--- src/rtl/pipeline_hazard_ctrl_if.sv ---
// Handshake bundle between the pipeline datapath and pipeline_hazard_ctrl.
//
// The master modport is the pipeline side. It supplies the hazard sources and
// receives the stall and flush controls. The slave modport is the controller side.
//   id_rs1/id_rs2, id_uses_rs1/id_uses_rs2 : ID-stage source operands
//   ex_wb_load, ex_wb_rd                   : EX-stage load indication and destination
//   ex_mispredict                          : EX-stage branch/jump mispredict
//   mem_req, mem_ready                     : MEM-stage data-memory handshake
//   pc_en, pc_redirect                     : PC update enable and target select
//   if_id_en/flush, id_ex_en/flush         : front-end register controls
//   ex_mem_en, mem_wb_en                   : back-end register enables
//   mem_timeout                            : sticky memory-timeout flag
//   stall_cycles, flush_events             : performance counters
interface pipeline_hazard_ctrl_if;
  logic [4:0]  id_rs1;
  logic [4:0]  id_rs2;
  logic        id_uses_rs1;
  logic        id_uses_rs2;
  logic        ex_wb_load;
  logic [4:0]  ex_wb_rd;
  logic        ex_mispredict;
  logic        mem_req;
  logic        mem_ready;
  logic        pc_en;
  logic        pc_redirect;
  logic        if_id_en;
  logic        if_id_flush;
  logic        id_ex_en;
  logic        id_ex_flush;
  logic        ex_mem_en;
  logic        mem_wb_en;
  logic        mem_timeout;
  logic [31:0] stall_cycles;
  logic [31:0] flush_events;

  modport master (
    output id_rs1, id_rs2, id_uses_rs1, id_uses_rs2, ex_wb_load, ex_wb_rd,
           ex_mispredict, mem_req, mem_ready,
    input  pc_en, pc_redirect, if_id_en, if_id_flush, id_ex_en, id_ex_flush,
           ex_mem_en, mem_wb_en, mem_timeout, stall_cycles, flush_events
  );

  modport slave (
    input  id_rs1, id_rs2, id_uses_rs1, id_uses_rs2, ex_wb_load, ex_wb_rd,
           ex_mispredict, mem_req, mem_ready,
    output pc_en, pc_redirect, if_id_en, if_id_flush, id_ex_en, id_ex_flush,
           ex_mem_en, mem_wb_en, mem_timeout, stall_cycles, flush_events
  );
endinterface

--- src/rtl/pipeline_hazard_ctrl.sv ---
// Central stall/flush controller for a five-stage pipeline.
//
// This block generates the enable and flush controls for IF/ID, ID/EX, EX/MEM and MEM/WB,
// and the PC enable and redirect. It handles:
//   - load-use hazards, with a single bubble inserted into ID/EX;
//   - EX mispredicts, flushing IF/ID and ID/EX for FLUSH_CYCLES cycles;
//   - data-memory waits, freezing the whole pipeline until mem_ready or until
//     MEM_TIMEOUT cycles elapse. A timeout sets the sticky mem_timeout flag.
//
// Ports:
//   clk : clock (rising edge)
//   rst : asynchronous active-high reset. All outputs read 0 while rst is high.
//   bus : pipeline_hazard_ctrl_if.slave (see the interface file for the signals)
//
// Optional build macro PIPE_PERF_CNT_EN enables the stall_cycles and flush_events
// counters. Without it, both outputs are tied to 0.
module pipeline_hazard_ctrl #(
  parameter int unsigned FLUSH_CYCLES = 1,
  parameter int unsigned MEM_TIMEOUT  = 16
) (
  input logic                  clk,
  input logic                  rst,
  pipeline_hazard_ctrl_if.slave bus
);

  typedef enum logic [1:0] {StRun, StMemWait, StFlush} state_e;

  localparam logic [7:0] TimeoutLast = 8'(MEM_TIMEOUT - 1);

  state_e     state_q, state_d;
  logic [7:0] wait_cnt_q, wait_cnt_d;
  logic [2:0] flush_cnt_q, flush_cnt_d;
  logic       timeout_q, timeout_d;

  logic load_use, mem_stall;
  logic pc_en, pc_redirect, if_id_en, if_id_flush, id_ex_en, id_ex_flush;
  logic ex_mem_en, mem_wb_en;

  assign load_use = bus.ex_wb_load && (bus.ex_wb_rd != 5'd0) &&
                    ((bus.id_uses_rs1 && (bus.id_rs1 == bus.ex_wb_rd)) ||
                     (bus.id_uses_rs2 && (bus.id_rs2 == bus.ex_wb_rd)));
  assign mem_stall = bus.mem_req && !bus.mem_ready;

  always_comb begin
    state_d     = state_q;
    wait_cnt_d  = wait_cnt_q;
    flush_cnt_d = flush_cnt_q;
    timeout_d   = timeout_q;
    // Default is a full freeze. Each branch below opens up what it needs.
    pc_en       = 1'b0;
    pc_redirect = 1'b0;
    if_id_en    = 1'b0;
    if_id_flush = 1'b0;
    id_ex_en    = 1'b0;
    id_ex_flush = 1'b0;
    ex_mem_en   = 1'b0;
    mem_wb_en   = 1'b0;
    unique case (state_q)
      StRun: begin
        if (mem_stall) begin
          wait_cnt_d = 8'd1;
          state_d    = StMemWait;
        end else if (bus.ex_mispredict) begin
          {pc_en, pc_redirect, if_id_en, if_id_flush} = 4'b1111;
          {id_ex_en, id_ex_flush, ex_mem_en, mem_wb_en} = 4'b1111;
          if (FLUSH_CYCLES > 1) begin
            flush_cnt_d = 3'(FLUSH_CYCLES - 1);
            state_d     = StFlush;
          end
        end else if (load_use) begin
          // Hold PC and IF/ID, and send a bubble down ID/EX while the load advances.
          {id_ex_en, id_ex_flush, ex_mem_en, mem_wb_en} = 4'b1111;
        end else begin
          {pc_en, if_id_en, id_ex_en, ex_mem_en, mem_wb_en} = 5'b11111;
        end
      end
      StMemWait: begin
        wait_cnt_d = wait_cnt_q + 8'd1;
        if (bus.mem_ready || (wait_cnt_q == TimeoutLast)) begin
          {pc_en, if_id_en, id_ex_en, ex_mem_en, mem_wb_en} = 5'b11111;
          state_d = StRun;
          if (!bus.mem_ready) timeout_d = 1'b1;
        end
      end
      StFlush: begin
        if (mem_stall) begin
          // The memory freeze takes precedence. Any remaining flush cycles are dropped.
          wait_cnt_d = 8'd1;
          state_d    = StMemWait;
        end else begin
          {pc_en, if_id_en, if_id_flush, id_ex_en, id_ex_flush} = 5'b11111;
          {ex_mem_en, mem_wb_en} = 2'b11;
          flush_cnt_d = flush_cnt_q - 3'd1;
          if (flush_cnt_q == 3'd1) state_d = StRun;
        end
      end
      default: state_d = StRun;
    endcase
  end

  always_ff @(posedge clk or posedge rst) begin
    if (rst) begin
      state_q     <= StRun;
      wait_cnt_q  <= 8'd0;
      flush_cnt_q <= 3'd0;
      timeout_q   <= 1'b0;
    end else begin
      state_q     <= state_d;
      wait_cnt_q  <= wait_cnt_d;
      flush_cnt_q <= flush_cnt_d;
      timeout_q   <= timeout_d;
    end
  end

  // The outputs are combinational, so they are gated by rst. This makes them fall
  // at once when reset is asserted, without waiting for a clock.
  assign bus.pc_en       = pc_en & ~rst;
  assign bus.pc_redirect = pc_redirect & ~rst;
  assign bus.if_id_en    = if_id_en & ~rst;
  assign bus.if_id_flush = if_id_flush & ~rst;
  assign bus.id_ex_en    = id_ex_en & ~rst;
  assign bus.id_ex_flush = id_ex_flush & ~rst;
  assign bus.ex_mem_en   = ex_mem_en & ~rst;
  assign bus.mem_wb_en   = mem_wb_en & ~rst;
  assign bus.mem_timeout = timeout_q;

`ifdef PIPE_PERF_CNT_EN
  logic [31:0] stall_q, flush_ev_q;
  logic        misp_accept;

  assign misp_accept = (state_q == StRun) && !mem_stall && bus.ex_mispredict;

  always_ff @(posedge clk or posedge rst) begin
    if (rst) begin
      stall_q    <= 32'd0;
      flush_ev_q <= 32'd0;
    end else begin
      if (!pc_en) stall_q <= stall_q + 32'd1;
      if (misp_accept) flush_ev_q <= flush_ev_q + 32'd1;
    end
  end

  assign bus.stall_cycles = stall_q;
  assign bus.flush_events = flush_ev_q;
`else
  assign bus.stall_cycles = 32'd0;
  assign bus.flush_events = 32'd0;
`endif

endmodule

--- src/flat_wrapper.sv ---
// flat-port wrapper written by rule: the top's interface ports become plain ports
module pipeline_hazard_ctrl_flat 
#(
  parameter int unsigned FLUSH_CYCLES = 1,
  parameter int unsigned MEM_TIMEOUT  = 16
)
  (clk, rst, bus_id_rs1, bus_id_rs2, bus_id_uses_rs1, bus_id_uses_rs2, bus_ex_wb_load, bus_ex_wb_rd, bus_ex_mispredict, bus_mem_req, bus_mem_ready, bus_pc_en, bus_pc_redirect, bus_if_id_en, bus_if_id_flush, bus_id_ex_en, bus_id_ex_flush, bus_ex_mem_en, bus_mem_wb_en, bus_mem_timeout, bus_stall_cycles, bus_flush_events);
  pipeline_hazard_ctrl_if bus_i ();
  input logic clk;
  input logic rst;
  input wire logic [$bits(bus_i.id_rs1)-1:0] bus_id_rs1;
  input wire logic [$bits(bus_i.id_rs2)-1:0] bus_id_rs2;
  input wire logic [$bits(bus_i.id_uses_rs1)-1:0] bus_id_uses_rs1;
  input wire logic [$bits(bus_i.id_uses_rs2)-1:0] bus_id_uses_rs2;
  input wire logic [$bits(bus_i.ex_wb_load)-1:0] bus_ex_wb_load;
  input wire logic [$bits(bus_i.ex_wb_rd)-1:0] bus_ex_wb_rd;
  input wire logic [$bits(bus_i.ex_mispredict)-1:0] bus_ex_mispredict;
  input wire logic [$bits(bus_i.mem_req)-1:0] bus_mem_req;
  input wire logic [$bits(bus_i.mem_ready)-1:0] bus_mem_ready;
  output wire logic [$bits(bus_i.pc_en)-1:0] bus_pc_en;
  output wire logic [$bits(bus_i.pc_redirect)-1:0] bus_pc_redirect;
  output wire logic [$bits(bus_i.if_id_en)-1:0] bus_if_id_en;
  output wire logic [$bits(bus_i.if_id_flush)-1:0] bus_if_id_flush;
  output wire logic [$bits(bus_i.id_ex_en)-1:0] bus_id_ex_en;
  output wire logic [$bits(bus_i.id_ex_flush)-1:0] bus_id_ex_flush;
  output wire logic [$bits(bus_i.ex_mem_en)-1:0] bus_ex_mem_en;
  output wire logic [$bits(bus_i.mem_wb_en)-1:0] bus_mem_wb_en;
  output wire logic [$bits(bus_i.mem_timeout)-1:0] bus_mem_timeout;
  output wire logic [$bits(bus_i.stall_cycles)-1:0] bus_stall_cycles;
  output wire logic [$bits(bus_i.flush_events)-1:0] bus_flush_events;
  assign bus_i.id_rs1 = bus_id_rs1;
  assign bus_i.id_rs2 = bus_id_rs2;
  assign bus_i.id_uses_rs1 = bus_id_uses_rs1;
  assign bus_i.id_uses_rs2 = bus_id_uses_rs2;
  assign bus_i.ex_wb_load = bus_ex_wb_load;
  assign bus_i.ex_wb_rd = bus_ex_wb_rd;
  assign bus_i.ex_mispredict = bus_ex_mispredict;
  assign bus_i.mem_req = bus_mem_req;
  assign bus_i.mem_ready = bus_mem_ready;
  assign bus_pc_en = bus_i.pc_en;
  assign bus_pc_redirect = bus_i.pc_redirect;
  assign bus_if_id_en = bus_i.if_id_en;
  assign bus_if_id_flush = bus_i.if_id_flush;
  assign bus_id_ex_en = bus_i.id_ex_en;
  assign bus_id_ex_flush = bus_i.id_ex_flush;
  assign bus_ex_mem_en = bus_i.ex_mem_en;
  assign bus_mem_wb_en = bus_i.mem_wb_en;
  assign bus_mem_timeout = bus_i.mem_timeout;
  assign bus_stall_cycles = bus_i.stall_cycles;
  assign bus_flush_events = bus_i.flush_events;
  pipeline_hazard_ctrl #(.FLUSH_CYCLES(FLUSH_CYCLES), .MEM_TIMEOUT(MEM_TIMEOUT)) u_core (.clk(clk), .rst(rst), .bus(bus_i));
endmodule
--- config.mk ---
export PLATFORM = sky130hd
export DESIGN_NAME = pipeline_hazard_ctrl_flat
export DESIGN_NICKNAME = d
export VERILOG_FILES = /design/src/rtl/pipeline_hazard_ctrl_if.sv /design/src/rtl/pipeline_hazard_ctrl.sv /design/src/flat_wrapper.sv
export SDC_FILE = /design/constraint.sdc
export NUM_CORES = 1
export LEC_CHECK = 0
export CAP_MARGIN = 20
export CELL_PAD_IN_SITES_DETAIL_PLACEMENT = 0
export CELL_PAD_IN_SITES_GLOBAL_PLACEMENT = 1
export CORE_MARGIN = 2
export CORE_UTILIZATION = 23
export CTS_CLUSTER_SIZE = 20
export DETAILED_ROUTE_END_ITERATION = 8
export PLACE_DENSITY_LB_ADDON = 0.1
export SETUP_SLACK_MARGIN = 0.1
export SLEW_MARGIN = 20
export SYNTH_ARGS = -nofsm -noshare
export SYNTH_HDL_FRONTEND = slang
export SYNTH_SLANG_ARGS = --single-unit
--- constraint.sdc ---
create_clock -name clk -period 5.9 [get_ports clk]
set_clock_uncertainty 0.05 [all_clocks]
set_input_delay 0.885 -clock clk [delete_from_list [all_inputs] [get_ports clk]]
set_output_delay 0.885 -clock clk [all_outputs]
set_load 0.05 [all_outputs]
==> qor.txt <==
clock root buffer - clkbuf_8
initial drt markers - 34
vias in the first global route - 668
DRC viols - 0
num ports - 96
chip width - 74.82 um
Cells on Worst Hold Path - 1
Post-Syn Area - 1154 um2
Power Density - 248.0 nW/um2
Via density - 3.443
GPL Wtd Cong - 0.7478
Reg-to-Reg End - u_core.state_q[0]
post-route antenna net violation count - 0
Die Y - 74.82 um
dpl hpwl - 1909 um
peak supply drop - 0.00008514 V
most frequent CP cell - clkdlybuf4s50_1
crit share post-route - 72.64%
largest net degree at the start of global routing - 14
worst slew pin tran - 0.5033 ns
synth unique cells - 32
Worst Hold Path EP - u_core.bus.mem_timeout
Worst setup EP type - output port
initial antenna violation count - 0
share of cells above drive strength 1 - 3.571%
total negative slack - 0 ns
post-CTS sizing - 0
max_slew headroom - 66.34%
worst hold start - u_core.bus.mem_timeout
postcts setup bufs - 0
first-pass GRT wire length - 3091 um
Crit Path Max Fanout - 3
Reg2Reg Setup Slack - 4.23 ns
Clk pwr share - 21.2%
Die Area - 5598 um2
CTS tree - done
Critical Path RT - 4.97 ns
area grow syn2layout - 13.67%
max-cap violation count - 0
Switching Fraction - 50.72%
CP Cell Sequence - clkdlybuf4s50_1 -> or4_1 -> o21ai_0 -> nor2_1 -> a31oi_1 -> clkdlybuf4s50_1
Critical Path Slowest Stage Cell - clkdlybuf4s50_1
clock tree buffer depth - 2
total power - 325.2 uW
clk slew on worst S/H paths - 0.05 ns
min-delay worst type - reg2reg
Critical Path AT - 3.35 ns
RSZ-0062 raised after global routing - no
Synth Warn # - 0
Cell Rows - 25
Leak - 0.6103 nW
wire per inst - 9.264 um
register area share after synthesis - 21.69%
crit start category - input pin
CORE AREA - 4786 um2
reg2reg start - u_core.wait_cnt_q[0]
Initial Util - 24.10%
via count - 809
Final Hold Viols - 0
number of CTS-inserted buffers - 3
status - completed
H-tree levels - 1
total track usage - 7.301%
Synth Register Bits - 10
Crit Path Class - in2out
# setup viols final - 0
GRT overflow - 0
switching power - 164.9 uW
DR pass1 iterations - 4
Sequential Power Share - 27.8%
Tmin final - 4.286 ns
Bufs and invs on worst path - 2
CP max stage delay - 0.86 ns
Gate Count Post-Synth - 140
Gate power share - 51.0%
Hold-fix buffers, CTS - 0
number of nets in the layout - 194
synthesized area per cell - 8.240 um2
family with the most delay on the worst path - buffers and inverters
routed wire length - 2177 um
n_diodes - 0
Slew Viols, Final - 0
Fillers - 537
I/O Buffers - 31
reg2reg path depth - 3
Clk Latency, worst-skew pair - 0.23 ns
cell internal pwr - 160.3 uW
clock tree sinks - 10
f_max - 0.2333 GHz
[worst max path at each step]
stage                          from        end  depth (start not counted)
floorplan           bus_ex_wb_rd[0]  bus_pc_en                          5
global placement    bus_ex_wb_rd[0]  bus_pc_en                          6
detailed placement  bus_ex_wb_rd[0]  bus_pc_en                          6
CTS                 bus_ex_wb_rd[0]  bus_pc_en                          6
global route        bus_ex_wb_rd[0]  bus_pc_en                          6
finish              bus_ex_wb_rd[0]  bus_pc_en                          6
[layout by cell type (no fill, tap or decap), types with 2 or more instances in the layout]
cell type,count
clkbuf_8,3
dfrtp_1,10
nand4_1,5
nand2_1,6
o211ai_1,2
nand3_1,3
o31ai_1,2
clkdlybuf4s50_1,31
xnor2_1,10
nor2_1,3
o21ai_0,5
conb_1,64
inv_1,4
a21oi_1,2
[final cells by class]
class / instances / area [um2] / area share, %
well taps: 67 / 83.83 / 6.393
inverters: 4 / 15.01 / 1.145
clock buffers: 3 / 41.29 / 3.149
flip-flops and latches: 10 / 250.2 / 19.08
repair buffers: 31 / 310.3 / 23.66
multi-input cells: 120 / 610.6 / 46.56
[metal layers]
metal | GRT usage, % | vias up | part of all wire, %
met5 | 0 | - | 0
met4 | 2.381 | 0 | 0.73
met3 | 2.544 | 2 | 12
met2 | 12.18 | 59 | 51
met1 | 8.773 | 355 | 36
li1 | - | 393 | -
[sequential cells by signal, summed over array words and instances (netlist names)]
name,count
u_core.state_q,1
u_core.wait_cnt_q,8
u_core.bus.mem_timeout,1
[metrics by stage]
stage | worst slack [ns] | cell area, um2 | util, % | hold slack, ns | cells
finish | 1.614 | 1311 | 27.40 | 0.4193 | 235
CTS | 1.624 | 1311 | 27.40 | 0.4290 | 235
floorplan | 2.103 | 1390 | - | 0.3928 | 203
detailed placement | 1.640 | 1270 | 26.54 | 0.4182 | 232
global placement | 1.689 | 1270 | 26.54 | 0.4106 | 232
global route | 1.524 | 1311 | 27.40 | 0.4479 | 235
[Yosys cell counts, drive strengths merged]
cell	instances	area, um2
or4b	1	10.01
a21o	1	7.510
or2	2	12.52
o22ai	1	6.260
o311a	1	10.01
a31oi	1	6.260
xnor2	10	87.58
o21ai	5	25.02
buf	68	510.5
clkbuf	1	3.750
or4	1	7.510
ha	1	12.51
a22o	1	8.760
and3	2	13.77
dfrtp	10	250.2
conb	1	3.750
xor2	1	8.760
a31o	1	8.760
o31ai	2	15.01
nand2	6	22.52
o211ai	2	15.01
inv	4	15.01
nor4	1	6.260
nand3b	1	7.510
nand4	5	31.28
nand3	3	15.01
nor2	3	11.26
nor2b	1	6.260
nor3	1	5.000
a21oi	2	10.01
[power groups by stage]
| stage | registers (mW) | clock network [mW] | logic (mW) |
|---|---|---|---|
| floorplan | 0.0914 | 0 | 0.167 |
| global placement | 0.0920 | 0 | 0.165 |
| detailed placement | 0.0918 | 0 | 0.165 |
| CTS | 0.0908 | 0.0711 | 0.165 |
| global route | 0.0924 | 0.0770 | 0.175 |
| finish | 0.0905 | 0.0689 | 0.166 |
[cells by family after synthesis]
kind of cell	Yosys count	synth area share [%]
xor gates and xnor gates	11	8.351
adders and majority gates	1	1.084
and+or+nand+nor	27	12.91
AOI/OAI and AO/OA	17	9.762
buffers and inverters	73	45.88
DFF	10	21.69
other	1	0.3251
Note: power is estimated with default switching activity, not from simulation.
